## config.mk

```make
export PLATFORM = sky130hd
export DESIGN_NAME = i2c_input_filter
export DESIGN_NICKNAME = d
export VERILOG_FILES = /design/src/rtl/i2c_input_filter.sv
export SDC_FILE = /design/constraint.sdc
export NUM_CORES = 1
export LEC_CHECK = 0
export CAP_MARGIN = 30
export CORE_ASPECT_RATIO = 1.1
export CORE_MARGIN = 3
export CORE_UTILIZATION = 52
export DETAILED_ROUTE_END_ITERATION = 8
export PLACE_DENSITY = 0.8
export SETUP_SLACK_MARGIN = 0.05
export SLEW_MARGIN = 20
export SYNTH_ARGS = -nofsm -noshare
export SYNTH_HDL_FRONTEND = slang
export SYNTH_SLANG_ARGS = --single-unit
export TNS_END_PERCENT = 50
```

## constraint.sdc

```tcl
create_clock -name ip_clk -period 4.15 [get_ports ip_clk]
set_input_delay 0.415 -clock ip_clk [delete_from_list [all_inputs] [get_ports ip_clk]]
set_output_delay 0.415 -clock ip_clk [all_outputs]
set_load 0.1 [all_outputs]
```

## src/rtl/i2c_input_filter.sv

```systemverilog
// ============================================================================
// Module   : i2c_input_filter
// Purpose  : Pad-side SCL/SDA synchronizer, spike filter, START/STOP detect,
//            bus-busy tracking and SCL-low timeout for an I2C controller.
// Revision : 1.0
// ============================================================================
`default_nettype none

module i2c_input_filter #(
  parameter int FILT_W = 4,
  parameter int TMO_W  = 16
) (
  input  logic              ip_clk,
  input  logic              rst_an,
  input  logic              rawScl,
  input  logic              rawSda,
  input  logic [FILT_W-1:0] filtLen,
  input  logic [TMO_W-1:0]  tmoVal,
  input  logic              clearStuck,
  output logic              sclFilt,
  output logic              sdaFilt,
  output logic              startDet,
  output logic              stopDet,
  output logic              busBusy,
  output logic              sclStuck
);

  localparam logic [FILT_W-1:0] c_filtOne = {{(FILT_W-1){1'b0}}, 1'b1};
  localparam logic [TMO_W-1:0]  c_tmoOne  = {{(TMO_W-1){1'b0}}, 1'b1};

  logic [1:0] w_raw;
  logic [1:0] w_filt;

  assign w_raw = {rawSda, rawScl};

  // Index 0 is SCL, index 1 is SDA; both lines use the identical filter.
  for (genvar gi = 0; gi < 2; gi++) begin : g_line
    logic              r_s1;
    logic              r_s2;
    logic              r_out;
    logic [FILT_W-1:0] r_cnt;

    always_ff @(posedge ip_clk or negedge rst_an) begin
      if (!rst_an) begin
        r_s1  <= 1'b1;
        r_s2  <= 1'b1;
        r_out <= 1'b1;
        r_cnt <= '0;
      end else begin
        r_s1 <= w_raw[gi];
        r_s2 <= r_s1;
        if (r_s2 == r_out) begin
          r_cnt <= '0;
        end else if (r_cnt >= filtLen) begin
          r_out <= r_s2;
          r_cnt <= '0;
        end else begin
          r_cnt <= r_cnt + c_filtOne;
        end
      end
    end

    assign w_filt[gi] = r_out;
  end

  assign sclFilt = w_filt[0];
  assign sdaFilt = w_filt[1];

  logic             r_sclPrev;
  logic             r_sdaPrev;
  logic [TMO_W-1:0] r_tcnt;
  logic             w_start;
  logic             w_stop;
  logic             w_tmoEn;
  logic             w_stuckSet;

  // SCL must be high on both sides of the SDA edge, so simultaneous edges never qualify.
  assign w_start    = r_sclPrev & sclFilt & r_sdaPrev & ~sdaFilt;
  assign w_stop     = r_sclPrev & sclFilt & ~r_sdaPrev & sdaFilt;
  assign w_tmoEn    = (tmoVal != '0);
  assign w_stuckSet = w_tmoEn & ~sclFilt & (r_tcnt == (tmoVal - c_tmoOne));

  always_ff @(posedge ip_clk or negedge rst_an) begin
    if (!rst_an) begin
      r_sclPrev <= 1'b1;
      r_sdaPrev <= 1'b1;
      startDet  <= 1'b0;
      stopDet   <= 1'b0;
      busBusy   <= 1'b0;
    end else begin
      r_sclPrev <= sclFilt;
      r_sdaPrev <= sdaFilt;
      startDet  <= w_start;
      stopDet   <= w_stop;
      if (w_stuckSet || w_stop) begin
        busBusy <= 1'b0;
      end else if (w_start) begin
        busBusy <= 1'b1;
      end
    end
  end

  // Saturating counter: once past tmoVal-1 it cannot match again this low period.
  always_ff @(posedge ip_clk or negedge rst_an) begin
    if (!rst_an) begin
      r_tcnt   <= '0;
      sclStuck <= 1'b0;
    end else begin
      if (sclFilt || !w_tmoEn) begin
        r_tcnt <= '0;
      end else if (r_tcnt != '1) begin
        r_tcnt <= r_tcnt + c_tmoOne;
      end
      if (w_stuckSet) begin
        sclStuck <= 1'b1;
      end else if (clearStuck) begin
        sclStuck <= 1'b0;
      end
    end
  end

endmodule

`default_nettype wire

```

# Yosys cells after proc, flatten, opt, wreduce, memory -nomap -nowiden
# Index checks and enable logic that the tools add are counted.
[word_totals]
regBits = 36
in_bits = 25
output_inout_bits = 6
word_cells = 56
[classes]
addsub = 4
order_cmp = 2
eq_ne = 4
n_mux = 10
n_bitwise = 12
n_reduce_logical = 9
[op_table]
columns = ["op", "n"]
rows = [
  ["2-to-1 mux 16 bit", 2],
  ["adder 16 x 1 -> 16 bit, second input constant", 1],
  ["== test 16 bit", 1],
  ["2-to-1 mux 4 bit", 4],
  ["inequality test 16 bit, second input constant", 1],
  ["nonzero test 16 bit", 1],
  ["subtractor 16 x 1 -> 16 bit, second input constant", 1],
  ["adder 4 x 1 -> 4 bit, second input constant", 2],
  ["greater-or-equal comparator 4 bit", 2],
  ["bitwise AND 1 bit", 7],
  ["nonzero test 2 bit", 3],
  ["inverter 1 bit", 5],
  ["2-to-1 mux 1 bit", 4],
  ["AND reduction 2 bit", 2],
  ["== test 1 bit", 2],
  ["logical OR 1 bit", 2],
  ["zero test 1 bit", 1],
]

# Logic depth before layout (Yosys ltp)
# Gate-level depths: netlist of the first run.
[logic_depth]
ltp_word = 5
ltp_mapped = 8
mapped_depth_nobuf = 8

# Least setup slack after synthesis of the first run
# OpenSTA, ideal clock, no wires.
[synth_timing]
kind = "input -> register"
start = "in tmoVal[2]"
end = "reg busBusy"
setup_ns = 0.130
arrival_ns = 1.767
t_required_ns = 4.020
setup_slack_ns = 2.253
stages = 7
n_path_buf = 1
cell_sequence = "buf_6 -> or4_4 -> nor4_2 -> a311o_2 -> o21ai_1 -> nor4_2 -> nor3_1"
[synth_via]
elab_chain_cells = 5
elab_cells_between_ends = 8
cone_classes = "1 x add/sub; 1 x eq/ne; 1 x mux; 2 x bitwise; 3 x reduce/logical"
[synth_rtl]
columns = ["element", "line_no", "source"]
rows = [
  ["start: declaration", "18", "input logic [TMO_W-1:0] tmoVal,"],
  ["subtractor 16 x 1 -> 16 bit / nonzero test 16 bit (equally long branches)", "81, 80", ""],
  ["== test 16 bit / bitwise AND 1 bit (equally long branches)", "81", "assign w_stuckSet = w_tmoEn & ~sclFilt & (r_tcnt == (tmoVal - c_tmoOne));"],
  ["bitwise AND 1 bit (*)", "81", ""],
  ["logical OR 1 bit (*)", "95", "if (w_stuckSet || w_stop) begin"],
  ["2-to-1 mux 1 bit / nonzero test 2 bit (equally long branches)", "-", ""],
  ["end signal: assignment", "89", "busBusy <= 1'b0;"],
  ["end signal: assignment", "96", "busBusy <= 1'b0;"],
  ["end signal: assignment", "98", "busBusy <= 1'b1;"],
  ["end: declaration", "24", "output logic busBusy,"],
]
# Mark *: on every way between the ends. The rest lies on a longest branch, timed or not.
# A chain may end at the register's enable or synchronous reset.

# Worst setup path after layout of the first run
[layout_timing]
start = "reg g_line[0].r_out (netlist: sclFilt)"
end = "out sclFilt"
[layout_rtl]
columns = ["element", "line_no", "source"]
rows = [
  ["start: declaration", "40", "logic r_out;"],
  ["start signal: assignment", "55", "r_out <= r_s2;"],
  ["end: declaration", "20", "output logic sclFilt,"],
]
# No word-level cell between the ends.

==> flow_summary.yaml, run 1 <==
outcome:
  status: "finished clean"
floorplanning:
  io_pins: 31
  die_w_um: 69.06
  die_y_um: 75.37
  die-area_um2: 5205
  core-area_um2: 4084
  start_util_pct: 55.70
  rows: 24
detailed_routing:
  drc_errors: 0
  wl_per_cell_um: 14.50
  via_count: 1833
  drtPass1Iterations: 4
  dr.first_iter.drc_count: 91
  vias_per_cell: 5.728
  ant_nets: 0
  wirelength_um: 4641
timing:
  fmax_mhz: 407.7
  rsz0062_at_grt: "false"
  layout_min_cycle_time_ps: 2453
  fin_crit_sh_pct: 59.10
  hold_violations: 0
  worstMarginPinSlew_ps: 961.2
  clock_skew_ps: 7.621
  maxSlewHeadroom_pct: 35.72
  tns_ps: 0
  setup_viol: 0
  final_max_slew_viol_count: 0
  holdWs_ps: 357.1
global_route:
  antenna_found_initial: 0
  grt_max_degree: 37
  grt_pass1_wl_um: 7948
  grt_pass1_vias: 1795
  grt_overflow: 0
  grtUsageTotal_pct: 18.98
cts:
  cts_sinks: 36
  postCtsSetupBuffers: 0
  ctsResizeCount: 0
  cts_buffers: 5
  cts_root_buf: "clkbuf_8"
  h-tree-depth: 2
  clk_pin_slew_ps: 70
  ctsHoldBuffers: 0
  tritoncts: "done"
  clock_tree.buffer_depth: 2
  clock_latency_ps: 290
setup_path:
  cp_data_arrival_time_ps: 2040
  slowest_stage: "clkdlybuf4s50_1"
  crit_required_ps: 3730
  reg2regPathDepth: 6
  cpPeakStageDelay_ps: 1150
  cp-end-kind: "primary output"
  critPathLaunchType: "flop"
  cp_cell_sequence: "clkdlybuf4s50_1"
  path_delay_family: "buffers and inverters"
  r2r_slack_ps: 2190
  crit_fanout: 6
  reg2reg_to: "r_tcnt[9]$_DFFE_PN0P_"
  critPathBufInv: 1
  r2r_start: "r_tcnt[5]$_DFFE_PN0P_"
  setup.worst_path.class: "flop to primary output"
layout:
  multiInputGateArea_um2: 1277
  syn2layout_area_growth_pct: 19.97
  n_antenna_cell: 0
  nets: 305
  fin_util_pct: 66.82
  stdcell_area_um2: 2729
  drive_gt1_share_pct: 10.82
  fillers: 344
  regArea_um2: 910.9
place:
  postPlaceCellArea_um2: 2618
  gp_congestion: 0.8481
  dpl.hpwl_um: 3541
  portBuffers: 30
logic_synthesis:
  synthTopCellsByCount: "dfrtp_1 (28), nor2_1 (28), xnor2_1 (20), xor2_1 (17)"
  synth_edf_count: 0
  syn_area_per_cell_um2: 9.679
  synth_cell_types: 45
  ys_seq_elements: 36
  syn_area_um2: 2275
  synthFlopType: "dfrtp_1"
  synth_top_area_share_pct: 30.80
  async_flop_share_pct: 100.0
  yosys.area.top_type: "dfrtp_1"
  syn-num-nets: 273
  synth.area.top_cells: "dfrtp_1 (31%), dfstp_2 (9.2%), xnor2_1 (7.7%)"
  synth-seq-area-share_pct: 40.04
  syn_inst: 235
  ys.warnings.count: 0
hold_path:
  min_to: "g_line[1].r_s2$_DFF_PN1_"
  hold_depth: 0
  min_path_type: "flop to flop"
  hold_path.startpoint: "g_line[1].r_s1$_DFF_PN1_"
power:
  p_per_area_nw_per_um2: 466.0
  p_leak_uw: 0.001159
  vdd_drop_max_v: 0.0002499
job:
  drv_cap: 0
[layer usage]
layer | vias up | share of wire [%] | global-route usage (%)
met5 | - | 0 | 0
met4 | 0 | 0.78 | 5.857
met3 | 4 | 4.7 | 5.013
met2 | 48 | 51 | 34.85
met1 | 880 | 44 | 22.09
li1 | 901 | - | -
[report_power, final]
part	internal (uW)	switching [uW]
registers	431	68.4
clock network	178	132
logic	168	295
total	776	495
[cells by family after synthesis]
| family | count (synthesis) | share of synthesized area [%] |
|---|---|---|
| XOR/XNOR | 37 | 14.25 |
| AO/OA/AOI/OAI | 37 | 11.55 |
| multiplexers | 2 | 0.9900 |
| AND/OR/NAND/NOR | 90 | 22.22 |
| buffers and inverters | 20 | 3.795 |
| adder cells (fa/ha/maj) | 13 | 7.151 |
| flip-flops | 36 | 40.04 |
[per-stage QoR]
| stage | std cells | setup slack, ps | power [uW] |
|---|---|---|---|
| 5_1_grt | 320 | 1654 | 1343 |
| 6_report | 320 | 1697 | 1272 |
| 3_5_place_dp | 312 | 1563 | 972.2 |
| 4_1_cts | 320 | 1666 | 1286 |
| 2_1_floorplan | 235 | 2253 | 833.7 |
| 3_3_place_gp | 312 | 1614 | 959.5 |
[how the worst max path moves through the flow]
stage | depth (start not counted) | slack, ps | startpoint | to
final | 1 | 1700 | sclFilt$_DFFE_PN1P_ | sclFilt
after global routing | 1 | 1650 | sclFilt$_DFFE_PN1P_ | sclFilt
after CTS | 1 | 1670 | sclFilt$_DFFE_PN1P_ | sclFilt
after detailed placement | 7 | 1560 | tmoVal[2] | sclStuck$_DFFE_PN0P_
after global placement | 7 | 1610 | tmoVal[2] | sclStuck$_DFFE_PN0P_
after floorplan | 7 | 2250 | tmoVal[2] | busBusy$_DFFE_PN0P_
[state kept, by name (all words and copies together), names as in the netlist, 2 cells and up]
register	flops
g_line.r_s1	2
g_line.r_s2	2
g_line.r_cnt	8
r_tcnt	16
[cell usage in the layout (no fill, tap or decap), drive strengths merged, types with 2 or more instances in the layout]
master,n
clkdlybuf4s50,30
nor2,28
dfrtp,28
xnor2,20
xor2,17
inv,13
ha,13
nand2,11
a21oi,10
nand3,9
nor3,9
dfstp,8
nor4,8
nand4,6
a21o,5
and3,5
clkbuf,5
nor3b,4
and4,4
o21ai,4
nand2b,3
mux2,2
o211ai,2
a31oi,2
a311oi,2
o2111ai,2
buf,2
a2111oi,2
[area by class of cell]
| cell class | instances | share of cell area (%) |
|---|---|---|
| Multi-Input combinational cell | 179 | 46.81 |
| Sequential cell | 36 | 33.38 |
| Timing Repair Buffer | 32 | 11.55 |
| Clock buffer | 5 | 2.522 |
| Tap cell | 52 | 2.384 |
| Inverter | 13 | 1.788 |
| Clock inverter | 3 | 1.559 |
Note: power is estimated with default switching activity, not from simulation.
==> inputs of run 2 (changes only) <==
--- a/config.mk
+++ b/config.mk
@@ -8,9 +8,9 @@
 export CAP_MARGIN = 30
 export CORE_ASPECT_RATIO = 1.1
 export CORE_MARGIN = 3
-export CORE_UTILIZATION = 52
+export CORE_UTILIZATION = 50
 export DETAILED_ROUTE_END_ITERATION = 8
-export PLACE_DENSITY = 0.8
+export PLACE_DENSITY = 0.81
 export SETUP_SLACK_MARGIN = 0.05
 export SLEW_MARGIN = 20
 export SYNTH_ARGS = -nofsm -noshare
==> constraint.sdc (replaced) <==
create_clock -name ip_clk -period 2 [get_ports ip_clk]
set_input_delay 0.2 -clock ip_clk [delete_from_list [all_inputs] [get_ports ip_clk]]
set_output_delay 0.2 -clock ip_clk [all_outputs]
set_load 0.1 [all_outputs]
==> run 2 against run 1 <==
- final area rose by 8.3%
- setup slack got worse by 1600 ps
- routed wire length rose by 11%
- clock power rose by 110%
- critical path type is now flop to flop
- sequential cell count stayed put
- die area is 3.7% higher
- critical path depth grew 6
- worst hold slack got worse by 45 ps
- final cell count increased by 8.1%
- count of clock-buffer cells in the layout is the same
- global-route usage grew 0.33 points
==> flow_summary.yaml, run 2 (synthesis gave the netlist of run 1 again) <==
layout:
  multiInputGateArea_um2: 1329
  regArea_um2: 910.9
  syn2layout_area_growth_pct: 29.87
  final_cell_mix: "buf_4 (32), dfrtp_1 (28), nor2_1 (26)"
  drive_gt1_share_pct: 22.26
  largestRegisters: "r_tcnt: 16 flops, g_line.r_cnt: 8 flops"
  stdcell_count: 346
  largest_register_ffs: 16
  layout_commonest_cell: "buf_4"
  fillers: 355
  regMostFlops: "r_tcnt"
  n_antenna_cell: 0
  nets: 329
detailed_routing:
  drc_errors: 0
  dr.first_iter.drc_count: 99
  wirelength_um: 5143
  ant_nets: 0
  via_count: 1962
  wl_per_cell_um: 14.86
  drtPass1Iterations: 4
  vias_per_cell: 5.671
global_route:
  grt_pass1_wl_um: 8528
  antenna_found_initial: 0
  busiest_layer: "met2"
  use_met2_pct: 34.08
  grt_overflow: 0
  grt_pass1_vias: 1953
  grt_use_met3_pct: 4.849
  grtUsageTotal_pct: 19.30
  grt_max_degree: 37
  use_met1_pct: 22.85
timing:
  setup_viol: 0
  clock_skew_ps: 5.779
  fin_crit_sh_pct: 93.22
  rsz0062_at_grt: "true"
  tns_ps: 0
  fmax_mhz: 536.4
  worstMarginPinSlew_ps: 447.2
  holdWs_ps: 312.0
  maxSlewHeadroom_pct: 70.18
  layout_min_cycle_time_ps: 1864
  final_max_slew_viol_count: 0
  hold_violations: 0
floorplanning:
  start_util_pct: 52.32
  rows: 25
  die_w_um: 70.31
  io_pins: 31
  die_y_um: 76.74
  core-area_um2: 4348
  die-area_um2: 5396
cts:
  h-tree-depth: 2
  tritoncts: "done"
  cts_root_buf: "clkbuf_8"
  cts_buffers: 5
  clk_pin_slew_ps: 80
  clock_latency_ps: 290
  cts_sinks: 36
  clock_tree.buffer_depth: 2
  postCtsSetupBuffers: 0
  ctsHoldBuffers: 0
setup_path:
  r2r_slack_ps: 140
  cp_data_arrival_time_ps: 2040
  crit_fanout: 5
  cp-end-kind: "flop"
  crit_required_ps: 2180
  setup.worst_path.class: "flop to flop"
  critPathLaunchType: "flop"
place:
  portBuffers: 30
  dpl.hpwl_um: 3892
  gp_congestion: 0.9082
  dp.cells: 338
power:
  p_leak_uw: 0.001332
  fin_total_pwr_uw: 2666
  vdd_drop_max_v: 0.0005066
  p_per_area_nw_per_um2: 902.4
job:
  drv_cap: 0
hold_path:
  min_path_type: "input pin to flop"
outcome:
  status: "finished clean"
run 2: cell count changes in the layout (fill, tap and decap cells not counted), sizes merged:
cell,before,now
buf,2,32
clkdlybuf4s50,30,20
dlymetal6s2s,0,3
dlygate4sd2,0,1
run 2: power breakdown:
group	internal (uW)	leakage (uW)	switching (uW)
sequential	894	0.000465	122
combinational	367	0.000812	642
clock	369	0.0000541	272
total	1630	0.00133	1040
run 2: repair_timing:
item                                    in CTS  in global routing
pin swaps                                    1                  3
resized for setup                            1                 14
endpoints found under the setup margin       2                  7
cloned                                       0                  0
run 2: layout make-up:
class | instances | area share, %
Multi-Input combinational cell | 179 | 44.98
Sequential cell | 36 | 30.83
Timing Repair Buffer | 56 | 16.48
Clock buffer | 5 | 2.330
Tap cell | 54 | 2.287
Inverter | 13 | 1.652
Clock inverter | 3 | 1.440
run 2: final timing paths:
check                      cells past startpoint                        to                startpoint
min in group asynchronous                      2    r_tcnt[15]$_DFFE_PN0P_                    rst_an
setup reg to reg                               7    r_tcnt[15]$_DFFE_PN0P_     r_tcnt[1]$_DFFE_PN0P_
hold reg to reg                                0  g_line[0].r_s2$_DFF_PN1_  g_line[0].r_s1$_DFF_PN1_
max in group asynchronous                      2       r_sdaPrev$_DFF_PN1_                    rst_an
setup / recovery                               7    r_tcnt[15]$_DFFE_PN0P_     r_tcnt[1]$_DFFE_PN0P_
hold / removal                                 1  g_line[1].r_s1$_DFF_PN1_                    rawSda
run 2: metal layers:
| layer | up-vias | share of wire [%] |
|---|---|---|
| li1 | 956 | - |
| met1 | 940 | 40 |
| met2 | 56 | 53 |
| met3 | 10 | 4.5 |
| met4 | 0 | 1.8 |
| met5 | - | 0 |
run 2: through the flow:
stage               setup WS [ps]  area, um2  util [%]
global route               -37.48       2954     67.94
CTS                         78.62       2895     66.59
detailed placement         -342.4       2785     64.06
finish                      135.6       2954     67.94
global placement           -277.1       2785     64.06
floorplan                   266.6       2275         -
run 2: critical path, cell delays in order, from the launching register on:
cell       delay (ps)
dfrtp_1           420
ha_1              210
nand2_1           200
nor2_4             90
a2111oi_2         460
nand3_1           160
xor2_1            150
nor2_1             50
==> inputs of run 3 (changes only) <==
--- a/config.mk
+++ b/config.mk
@@ -5,7 +5,6 @@
 export SDC_FILE = /design/constraint.sdc
 export NUM_CORES = 1
 export LEC_CHECK = 0
-export CAP_MARGIN = 30
 export CORE_ASPECT_RATIO = 1.1
 export CORE_MARGIN = 3
 export CORE_UTILIZATION = 50
==> results of run 3 <==
The final DEF is identical to that of run 2; final timing and power are the same.
